## src/rtl/glb_reader_pkg.sv

```systemverilog
// Shared types and constants for the GLB reader.
package glb_reader_pkg;

  localparam int unsigned GLB_ADDR_W   = 32;
  localparam int unsigned GLB_DATA_W   = 32;
  localparam int unsigned GLB_WORD_INC = 4;

  typedef enum logic [1:0] {
    IDLE,
    RUN,
    DRAIN,
    FINISH
  } glb_rd_state_t;

endpackage

```

## src/rtl/glb_rd_fifo.sv

```systemverilog
// Two-entry show-ahead FIFO; head is valid whenever the FIFO is not empty.
module glb_rd_fifo #(
  parameter int unsigned WIDTH = 32
) (
  input  logic             clk,
  input  logic             rst,
  input  logic             push,
  input  logic [WIDTH-1:0] push_data,
  input  logic             pop,
  output logic [WIDTH-1:0] head,
  output logic             full,
  output logic             empty,
  output logic [1:0]       count
);

  logic [WIDTH-1:0] mem_q [2];
  logic             wr_ptr_q;
  logic             rd_ptr_q;
  logic [1:0]       count_q;
  logic             push_ok;
  logic             pop_ok;

  assign full    = (count_q == 2'd2);
  assign empty   = (count_q == 2'd0);
  assign count   = count_q;
  assign push_ok = push & ~full;
  assign pop_ok  = pop & ~empty;
  // Zero when empty so the stream data reads 0 outside a valid word.
  assign head    = empty ? '0 : mem_q[rd_ptr_q];

  always_ff @(posedge clk or negedge rst) begin
    if (!rst) begin
      mem_q[0] <= '0;
      mem_q[1] <= '0;
      wr_ptr_q <= 1'b0;
      rd_ptr_q <= 1'b0;
      count_q  <= 2'd0;
    end else begin
      if (push_ok) begin
        mem_q[wr_ptr_q] <= push_data;
        wr_ptr_q        <= ~wr_ptr_q;
      end
      if (pop_ok) begin
        rd_ptr_q <= ~rd_ptr_q;
      end
      count_q <= count_q + {1'b0, push_ok} - {1'b0, pop_ok};
    end
  end

endmodule

```

## src/rtl/glb_reader.sv

```systemverilog
// Reads len consecutive words from the GLB and streams them out with
// valid/ready flow control, never holding more than two words in flight.
module glb_reader
  import glb_reader_pkg::*;
#(
  parameter int unsigned ADDR_W = GLB_ADDR_W,
  parameter int unsigned DATA_W = GLB_DATA_W,
  parameter int unsigned LEN_W  = 16
) (
  input  logic              clk,
  input  logic              rst,
  input  logic              start,
  input  logic [ADDR_W-1:0] base_addr,
  input  logic [LEN_W-1:0]  len,
  output logic              busy,
  output logic              done,
  output logic              glb_re,
  output logic [ADDR_W-1:0] glb_r_addr,
  input  logic [DATA_W-1:0] glb_dout,
  output logic              out_valid,
  input  logic              out_ready,
  output logic [DATA_W-1:0] out_data,
  output logic              out_last
);

  glb_rd_state_t     state_q, state_d;
  logic [ADDR_W-1:0] addr_q;
  logic [LEN_W-1:0]  len_q;
  logic [LEN_W-1:0]  rd_idx_q;
  logic [LEN_W-1:0]  pop_cnt_q;
  logic              inflight_q;

  logic              pop;
  logic              issue;
  logic [2:0]        occupancy;
  logic              fifo_push;
  logic              fifo_full;
  logic              fifo_empty;
  logic [1:0]        fifo_count;
  logic [DATA_W-1:0] fifo_head;

  // Words already buffered or on their way, less the one leaving this cycle.
  assign pop       = out_valid & out_ready;
  assign occupancy = {1'b0, fifo_count} + {2'b00, inflight_q} - {2'b00, pop};
  assign issue     = (state_q == RUN) && (occupancy < 3'd2);
  assign fifo_push = inflight_q & ~fifo_full;

  assign glb_re     = issue;
  assign glb_r_addr = issue ? addr_q : '0;
  assign out_valid  = ~fifo_empty;
  assign out_data   = fifo_head;
  assign out_last   = out_valid && (pop_cnt_q == len_q - LEN_W'(1));
  assign busy       = (state_q == RUN) || (state_q == DRAIN);
  assign done       = (state_q == FINISH);

  glb_rd_fifo #(
    .WIDTH (DATA_W)
  ) u_fifo (
    .clk       (clk),
    .rst       (rst),
    .push      (fifo_push),
    .push_data (glb_dout),
    .pop       (pop),
    .head      (fifo_head),
    .full      (fifo_full),
    .empty     (fifo_empty),
    .count     (fifo_count)
  );

  always_comb begin
    state_d = state_q;
    unique case (state_q)
      IDLE: begin
        if (start) begin
          state_d = (len == '0) ? FINISH : RUN;
        end
      end
      RUN: begin
        if (issue && (rd_idx_q == len_q - LEN_W'(1))) begin
          state_d = DRAIN;
        end
      end
      DRAIN: begin
        if (pop && out_last) begin
          state_d = FINISH;
        end
      end
      FINISH: begin
        state_d = IDLE;
      end
      default: begin
        state_d = IDLE;
      end
    endcase
  end

  always_ff @(posedge clk or negedge rst) begin
    if (!rst) begin
      state_q    <= IDLE;
      addr_q     <= '0;
      len_q      <= '0;
      rd_idx_q   <= '0;
      pop_cnt_q  <= '0;
      inflight_q <= 1'b0;
    end else begin
      state_q    <= state_d;
      inflight_q <= issue;
      if ((state_q == IDLE) && start) begin
        addr_q    <= base_addr;
        len_q     <= len;
        rd_idx_q  <= '0;
        pop_cnt_q <= '0;
      end else begin
        if (issue) begin
          addr_q   <= addr_q + ADDR_W'(GLB_WORD_INC);
          rd_idx_q <= rd_idx_q + LEN_W'(1);
        end
        if (pop) begin
          pop_cnt_q <= pop_cnt_q + LEN_W'(1);
        end
      end
    end
  end

endmodule

```

## config.mk

```make
export PLATFORM = sky130hd
export DESIGN_NAME = glb_reader
export DESIGN_NICKNAME = d
export VERILOG_FILES = /design/src/rtl/glb_reader_pkg.sv /design/src/rtl/glb_rd_fifo.sv /design/src/rtl/glb_reader.sv
export SDC_FILE = /design/constraint.sdc
export NUM_CORES = 1
export LEC_CHECK = 0
export CAP_MARGIN = 20
export CORE_AREA = 2 2 120 152
export CTS_BUF_LIST = sky130_fd_sc_hd__clkbuf_4 sky130_fd_sc_hd__clkbuf_8
export CTS_CLUSTER_DIAMETER = 80
export DETAILED_ROUTE_END_ITERATION = 10
export DIE_AREA = 0 0 122 154
export PLACE_DENSITY_LB_ADDON = 0.12
export SLEW_MARGIN = 10
export SYNTH_ARGS = -nofsm -noshare
export SYNTH_HDL_FRONTEND = slang
export SYNTH_SLANG_ARGS = --single-unit
```

## constraint.sdc

```tcl
create_clock -name clk -period 4.7 [get_ports clk]
set_input_delay 1.175 -clock clk [delete_from_list [all_inputs] [get_ports clk]]
set_output_delay 1.175 -clock clk [all_outputs]
set_load 0.01 [all_outputs]
```

==> run metrics, run 1 <==
Period minus WS final 4.44 ns; Max Slew Vio Count 0; die width between 100 and 150 um; worst r2r src u_fifo.count[1]; sw power approximately 0.0026 W; #FFs+latches synth 151; largest net degree at the start of global routing 87; # fillers 1,531; vias post-DR 6,721; min-delay src addr_q[0]; Initial DRC Count 322; Final TNS setup 0 ns; TritonCTS clock tree built; final worst slack 0.261 ns; crit path max fanout 7; synthesized area 8360 um^2; Pre-antenna DRT Iters 4; Worst-path clk slew about 0.1 ns; Gate power share around half; sequential area share after synthesis 45.2%; Netlist cell types 57; Cell Pwr Density slightly above 600 nW/um^2; Synth Warn # 0; Place WS -0.302 ns; CTS Sinks 151; Sw Ratio 39.8%; Worst Path Required around 3.5 ns; height of the die 154 um; CTS Buffer Depth 2; DIE AREA 18,800 um^2; total gr overflow 0; Seq pwr share 35.7%; clk_skew 0.0181 ns; Mapped Avg Cell Area 9.77 um^2; port buffer count 152; Final setup violation count 0; n_diodes 0; overall routed net length 20,600 um; DRC violation count after routing 0; Vias/cell roughly 5.3; WL/cell 16.3 um; vias in the first global route a little under 7k; Mapped Nets 953; Starting Density 48.5%; Pleak ~4.7 nW; Area Growth Syn to Fin 28.5%; routability cong. around 0.9; Layout Nets 1,122; Core Area 17,200 um^2; area leader, netlist dfrtp_1; crit path capture type primary output; Worst Max-Slew Pin Slew 1.04 ns; Worst Setup SP len_q[1]; Synth Instances roughly 860; Slew headroom 30.8%; Hold Violations, Final 0; GRT Total Usage between 20 and 25%; first-pass GRT wire length 34,200 um; Core Util, Final between 60 and 70%; outcome finished clean; CTS Buf Count 17; layout cell share with drive strength beyond 1 between 10% and 20%; crit share post-route 94.4%; Worst EP arrival 3.26 ns; main flop type after synthesis dfrtp_1; MaxCap Viol Count 0; Worst setup SP type flip-flop; internal reg-to-reg setup slack 0.68 ns; FFs w/ async S/R, synth 100%; unrepaired setup endpoints after global routing false; DRT antenna net count 0; top cell type's share of synthesized area a little under half; internal power between 0.003 and 0.004 W; Clk Latency, worst-skew pair between 0.4 and 0.5 ns; H-Tree Depth 4; Peak supply drop 0.340 mV; Root Buffer clkbuf_8; count leader, synth dfrtp_1; DPL Wire Length between 10,000 and 15,000 um; antenna violations before repair 0; Ports 153; Clock power frac 15.6%; top cells by count, synth dfrtp_1 (151), nand2_1 (124), nor2_1 (82), mux2_2 (65), xor2_1 (59); cells taking the most area after synthesis dfrtp_1 (45%), mux2_2 (8.8%), xor2_1 (6.2%), nand2_1 (5.6%), mux2i_1 (4.2%); row count 54; Critical Setup Path Class reg2out; fmax 0.225 GHz; Post-synth EDFFs 0; Hold Crit Class reg2reg
kinds of logic after synthesis:
family | synth area share (%)
simple gates | 20.1
flops | 45.2
mux | 12.9
xor+xnor | 10.0
compound gates | 6.48
buf+inv | 3.29
fa+ha+maj | 2.03
stage by stage:
stage | power [W] | cell area, um^2 | cells | hold slack [ns]
CTS | 0.00661 | 10700 | 1261 | 0.497
detailed placement | 0.00543 | 10200 | 1218 | 0.463
global placement | 0.00539 | 10200 | 1218 | 0.471
floorplan | 0.00413 | 8360 | 856 | 0.437
finish | 0.00659 | 10700 | 1262 | 0.493
global route | 0.00708 | 10700 | 1262 | 0.525
worst max-delay path, stage by stage, from the launching register on:
cell and delay, ns:
dfrtp_1 0.44, inv_1 0.08, ha_1 0.20, nor2b_2 0.19, buf_4 0.17, a31oi_1 0.16, a31oi_1 0.06, a2111o_1 0.35
or4_1 0.57, nor4_1 0.29, dlygate4sd2_1 0.31
timing repair:
item / 4_1_cts / 5_1_grt
pin swaps: 3 / 4
endpoints found under the setup margin: 34 / 33
buffers inserted: 9 / 1
resized for setup: 113 / 17
gates cloned: 2 / 0
hold buffers: 0 / 0
registers in the layout, indices dropped and copies added, names as in the netlist:
name,count
u_fifo.mem_q,64
addr_q,32
len_q,16
pop_cnt_q,16
rd_idx_q,16
state_q,2
u_fifo.count,2
inflight_q,1
u_fifo.rd_ptr_q,1
u_fifo.wr_ptr_q,1
layer usage:
layer  wire [um]  vias up  track usage (%)  share of wire [%]
li1            -     3251                -                  -
met1        8730     3273             28.4                 42
met2       10300      153             39.1                 50
met3         877       44             5.19                4.3
met4         675        0             9.09                3.3
met5           0        -                0                  0
cell type report:
cell class | instances | area (um^2) | share of cell area [%]
inverters | 20 | 78.8 | 0.734
clock inverters | 15 | 195 | 1.82
clock buffers | 17 | 234 | 2.18
repair buffers | 196 | 1810 | 16.8
multi-input cells | 639 | 4370 | 40.6
well taps | 224 | 280 | 2.61
flip-flops and latches | 151 | 3780 | 35.2
cell usage in the layout (no fill, tap or decap), types with 18 or more instances in the layout:
| cell type | n |
|---|---|
| buf_2 | 22 |
| nand2_1 | 122 |
| buf_4 | 40 |
| o21ai_0 | 43 |
| mux2_2 | 65 |
| dfrtp_1 | 147 |
| clkdlybuf4s50_1 | 116 |
| nand4_1 | 18 |
| xor2_1 | 59 |
| nand3_1 | 25 |
| mux2i_1 | 35 |
| xnor2_1 | 33 |
| nor2_1 | 80 |
| and2_1 | 32 |
power by group through the flow:
stage          clock network (W)  registers, W  logic, W
3_3_place_gp                   0       0.00237   0.00302
6_report                 0.00103       0.00235   0.00321
2_1_floorplan                  0       0.00211   0.00202
3_5_place_dp                   0       0.00237   0.00305
4_1_cts                  0.00106       0.00235   0.00319
5_1_grt                  0.00113       0.00243   0.00352
final timing paths:
| path | to | depth (start not counted) |
|---|---|---|
| max in group asynchronous | u_fifo.mem_q[48] | 2 |
| min in group asynchronous | u_fifo.mem_q[3] | 1 |
| max reg2reg | state_q[1] | 19 |
| min | addr_q[0] | 2 |
| max | out_last | 10 |
| min reg2reg | addr_q[0] | 2 |
Note: power is estimated with default switching activity, not from simulation.
==> inputs of run 2 (changes only) <==
- GPL_TIMING_DRIVEN: not set -> 0
- RECOVER_POWER: not set -> 100
==> run 2 against run 1 <==
The run now ends with max-capacitance violations, max-slew violations left. Clock skew fell by 0.012 ns. Worst setup slack got worse by 0.18 ns. Wire length is 2.6% higher. Register-to-register slack got worse by 0.47 ns. Worst hold slack got worse by 0.0080 ns. Critical path depth is 4 higher. Cell count up 1.0%. Combinational power barely moved. Sequential share of layout area hardly changed. Total power down 1.3%. Critical endpoint is now glb_r_addr[1].
==> run metrics, run 2 (synthesis results as in run 1) <==
outcome finished with violations (was finished clean); failing checks max-capacitance violations, max-slew violations; Worst setup SP type input port (was flip-flop); Hold Buf Count CTS 0 (unchanged); CTS Sinks 151 (unchanged); TritonCTS clock tree built (unchanged); Hold Violations, Final 0 (unchanged); die width 122 um (unchanged); n_diodes 0 (unchanged); top flop regs u_fifo.mem_q: 64 flops, addr_q: 32 flops (unchanged); max reg flops 64 (unchanged); Worst-path clk slew 0.08 ns (was 0.10 ns); DIE AREA 18,800 um^2 (unchanged); first-pass GRT wire length 34,300 um (was 34,200 um); slowest CP cell fa_2 (was or4_1); largest net degree at the start of global routing 84 (was 87); DRC violation count after routing 0 (unchanged); WL/cell 16.6 um (was 16.3 um); Vias/cell 5.31 (was 5.33); critical-path cell list dlygate4sd2_1 -> nand2_4 -> clkinv_4 -> ha_1 -> inv_2 -> nand2_2 -> fa_2 -> xnor2_2 -> nand3_4 -> inv_4 -> buf_8 -> buf_8 -> and2_1 -> dlygate4sd2_1 (was inv_1 -> ha_1 -> nor2b_2 -> buf_4 -> a31oi_1 -> a31oi_1 -> a2111o_1 -> or4_1 -> nor4_1 -> dlygate4sd2_1); total gr overflow 0 (unchanged); CP top delay family buffers and inverters (was simple AND/OR/NAND/NOR gates); height of the die 154 um (unchanged); GRT Total Usage 23.2% (was 23.1%); antenna violations before repair 0 (unchanged); Starting Density 48.5% (unchanged); Clk Latency, worst-skew pair 0.46 ns (about the same); commonest cells after routing, fill and taps aside dfrtp_1 (151), nand2_1 (122), clkdlybuf4s50_1 (84) (was dfrtp_1 (147), nand2_1 (122), clkdlybuf4s50_1 (116)); unrepaired setup endpoints after global routing false (unchanged); Max Slew Vio Count 69 (was 0); design area 10,700 um^2 (about the same); Root Buffer clkbuf_8 (unchanged); Largest Register u_fifo.mem_q (unchanged); Cell Pwr Density 606 nW/um^2 (was 613 nW/um^2); routability cong. 0.864 (was 0.905); vias post-DR 6,770 (was 6,721); vias in the first global route 6,886 (was 6,870); Core Util, Final 62.3% (was 62.4%); Area Growth Syn to Fin 28.3% (was 28.5%); overall routed net length 21,200 um (was 20,600 um); crit share post-route 98.3% (was 94.4%); Critical Setup Path Class in2out (was reg2out); crit path max fanout 10 (was 7); Core Area 17,200 um^2 (unchanged); crit path capture type primary output (unchanged); CTS Buf Count 17 (unchanged); commonest non-fill, non-tap cell in the layout dfrtp_1 (unchanged); Hold Crit Class reg2reg (unchanged); worst hold slack 0.485 ns (was 0.493 ns); Critical path buffers and inverters 7 (was 3); Slew headroom -114% (was 30.8%); Final TNS setup 0 ns (unchanged); Worst EP arrival 3.45 ns (was 3.26 ns); Initial DRC Count 333 (was 322); Period minus WS final 4.62 ns (was 4.44 ns); Worst Max-Slew Pin Slew 3.22 ns (was 1.04 ns); Pwr Total 0.00650 W (was 0.00659 W); Layout Nets 1,135 (was 1,122); CP peak stage delay 0.37 ns (was 0.57 ns); post-place instance area 10,200 um^2 (about the same); Pre-antenna DRT Iters 5 (was 4); port buffer count 152 (unchanged); Worst Path Required 3.52 ns (about the same); layout cell share with drive strength beyond 1 14.1% (was 18.9%); CTS Buffer Depth 2 (unchanged); clk_skew 0.00655 ns (was 0.0181 ns); H-Tree Depth 4 (unchanged); Peak supply drop 0.367 mV (was 0.340 mV); Final setup violation count 0 (unchanged); Ports 153 (unchanged); Pleak 4.65 nW (was 4.73 nW); fmax 0.216 GHz (was 0.225 GHz); DRT antenna net count 0 (unchanged); DPL Wire Length 15,400 um (was 14,500 um); row count 54 (unchanged); MaxCap Viol Count 1 (was 0)
## run 2: repair_timing
item,CTS,global route
pin swaps,5,5
endpoints found under the setup margin,36,34
gates resized for setup,90,38
gates cloned,1,0
setup buffers,11,0
## run 2: report_power, final
group | leakage, nW | switching (W) | total [W] | internal, W
Clock | 0.217 | 0.000536 | 0.00105 | 0.000518
Combinational | 2.55 | 0.00165 | 0.00323 | 0.00158
Sequential | 1.88 | 0.000391 | 0.00221 | 0.00182
Total | 4.65 | 0.00258 | 0.00650 | 0.00392
## run 2: metal layers
metal  up-vias  GRT usage [%]  routed length (um)  share of wire (%)
li1       3275              -                   -                  -
met1      3280           28.9                8990                 42
met2       165           38.5               10500                 49
met3        50           5.60                 964                4.6
met4         0           9.69                 753                3.6
met5         -              0                   0                  0
## run 2: worst min-delay path, stage by stage, from the launching register on
cell     delay, ns
dfrtp_1       0.35
nand2_1       0.05
nand2_1       0.05
## run 2: final cells by class
cell class | instances | area [um^2]
clock buffer | 19 | 262
buffer | 44 | 262
tap | 224 | 280
fill | 1534 | 6500
sequential | 151 | 3780
inverter | 20 | 82.6
clock inverter | 13 | 160
multi-input combinational | 639 | 4380
timing repair buffer | 165 | 1530
## run 2: final timing paths
check / startpoint / depth (start not counted) / slack [ns] / end
max: out_ready / 14 / 0.08 / glb_r_addr[1]
max reg2reg: u_fifo.count[1] / 20 / 0.21 / state_q[1]
min reg2reg: addr_q[1] / 2 / 0.49 / addr_q[1]
min: addr_q[1] / 2 / 0.49 / addr_q[1]
min in group asynchronous: rst / 1 / 1.89 / u_fifo.mem_q[3]
max in group asynchronous: rst / 1 / 0.98 / rd_idx_q[7]
## run 2: through the flow
step / std cells / setup slack [ns]
2_1_floorplan: 856 / 0.0196
4_1_cts: 1275 / 0.00450
3_3_place_gp: 1232 / -3.87
5_1_grt: 1275 / 0.00160
3_5_place_dp: 1233 / -1.81
6_report: 1275 / 0.0777
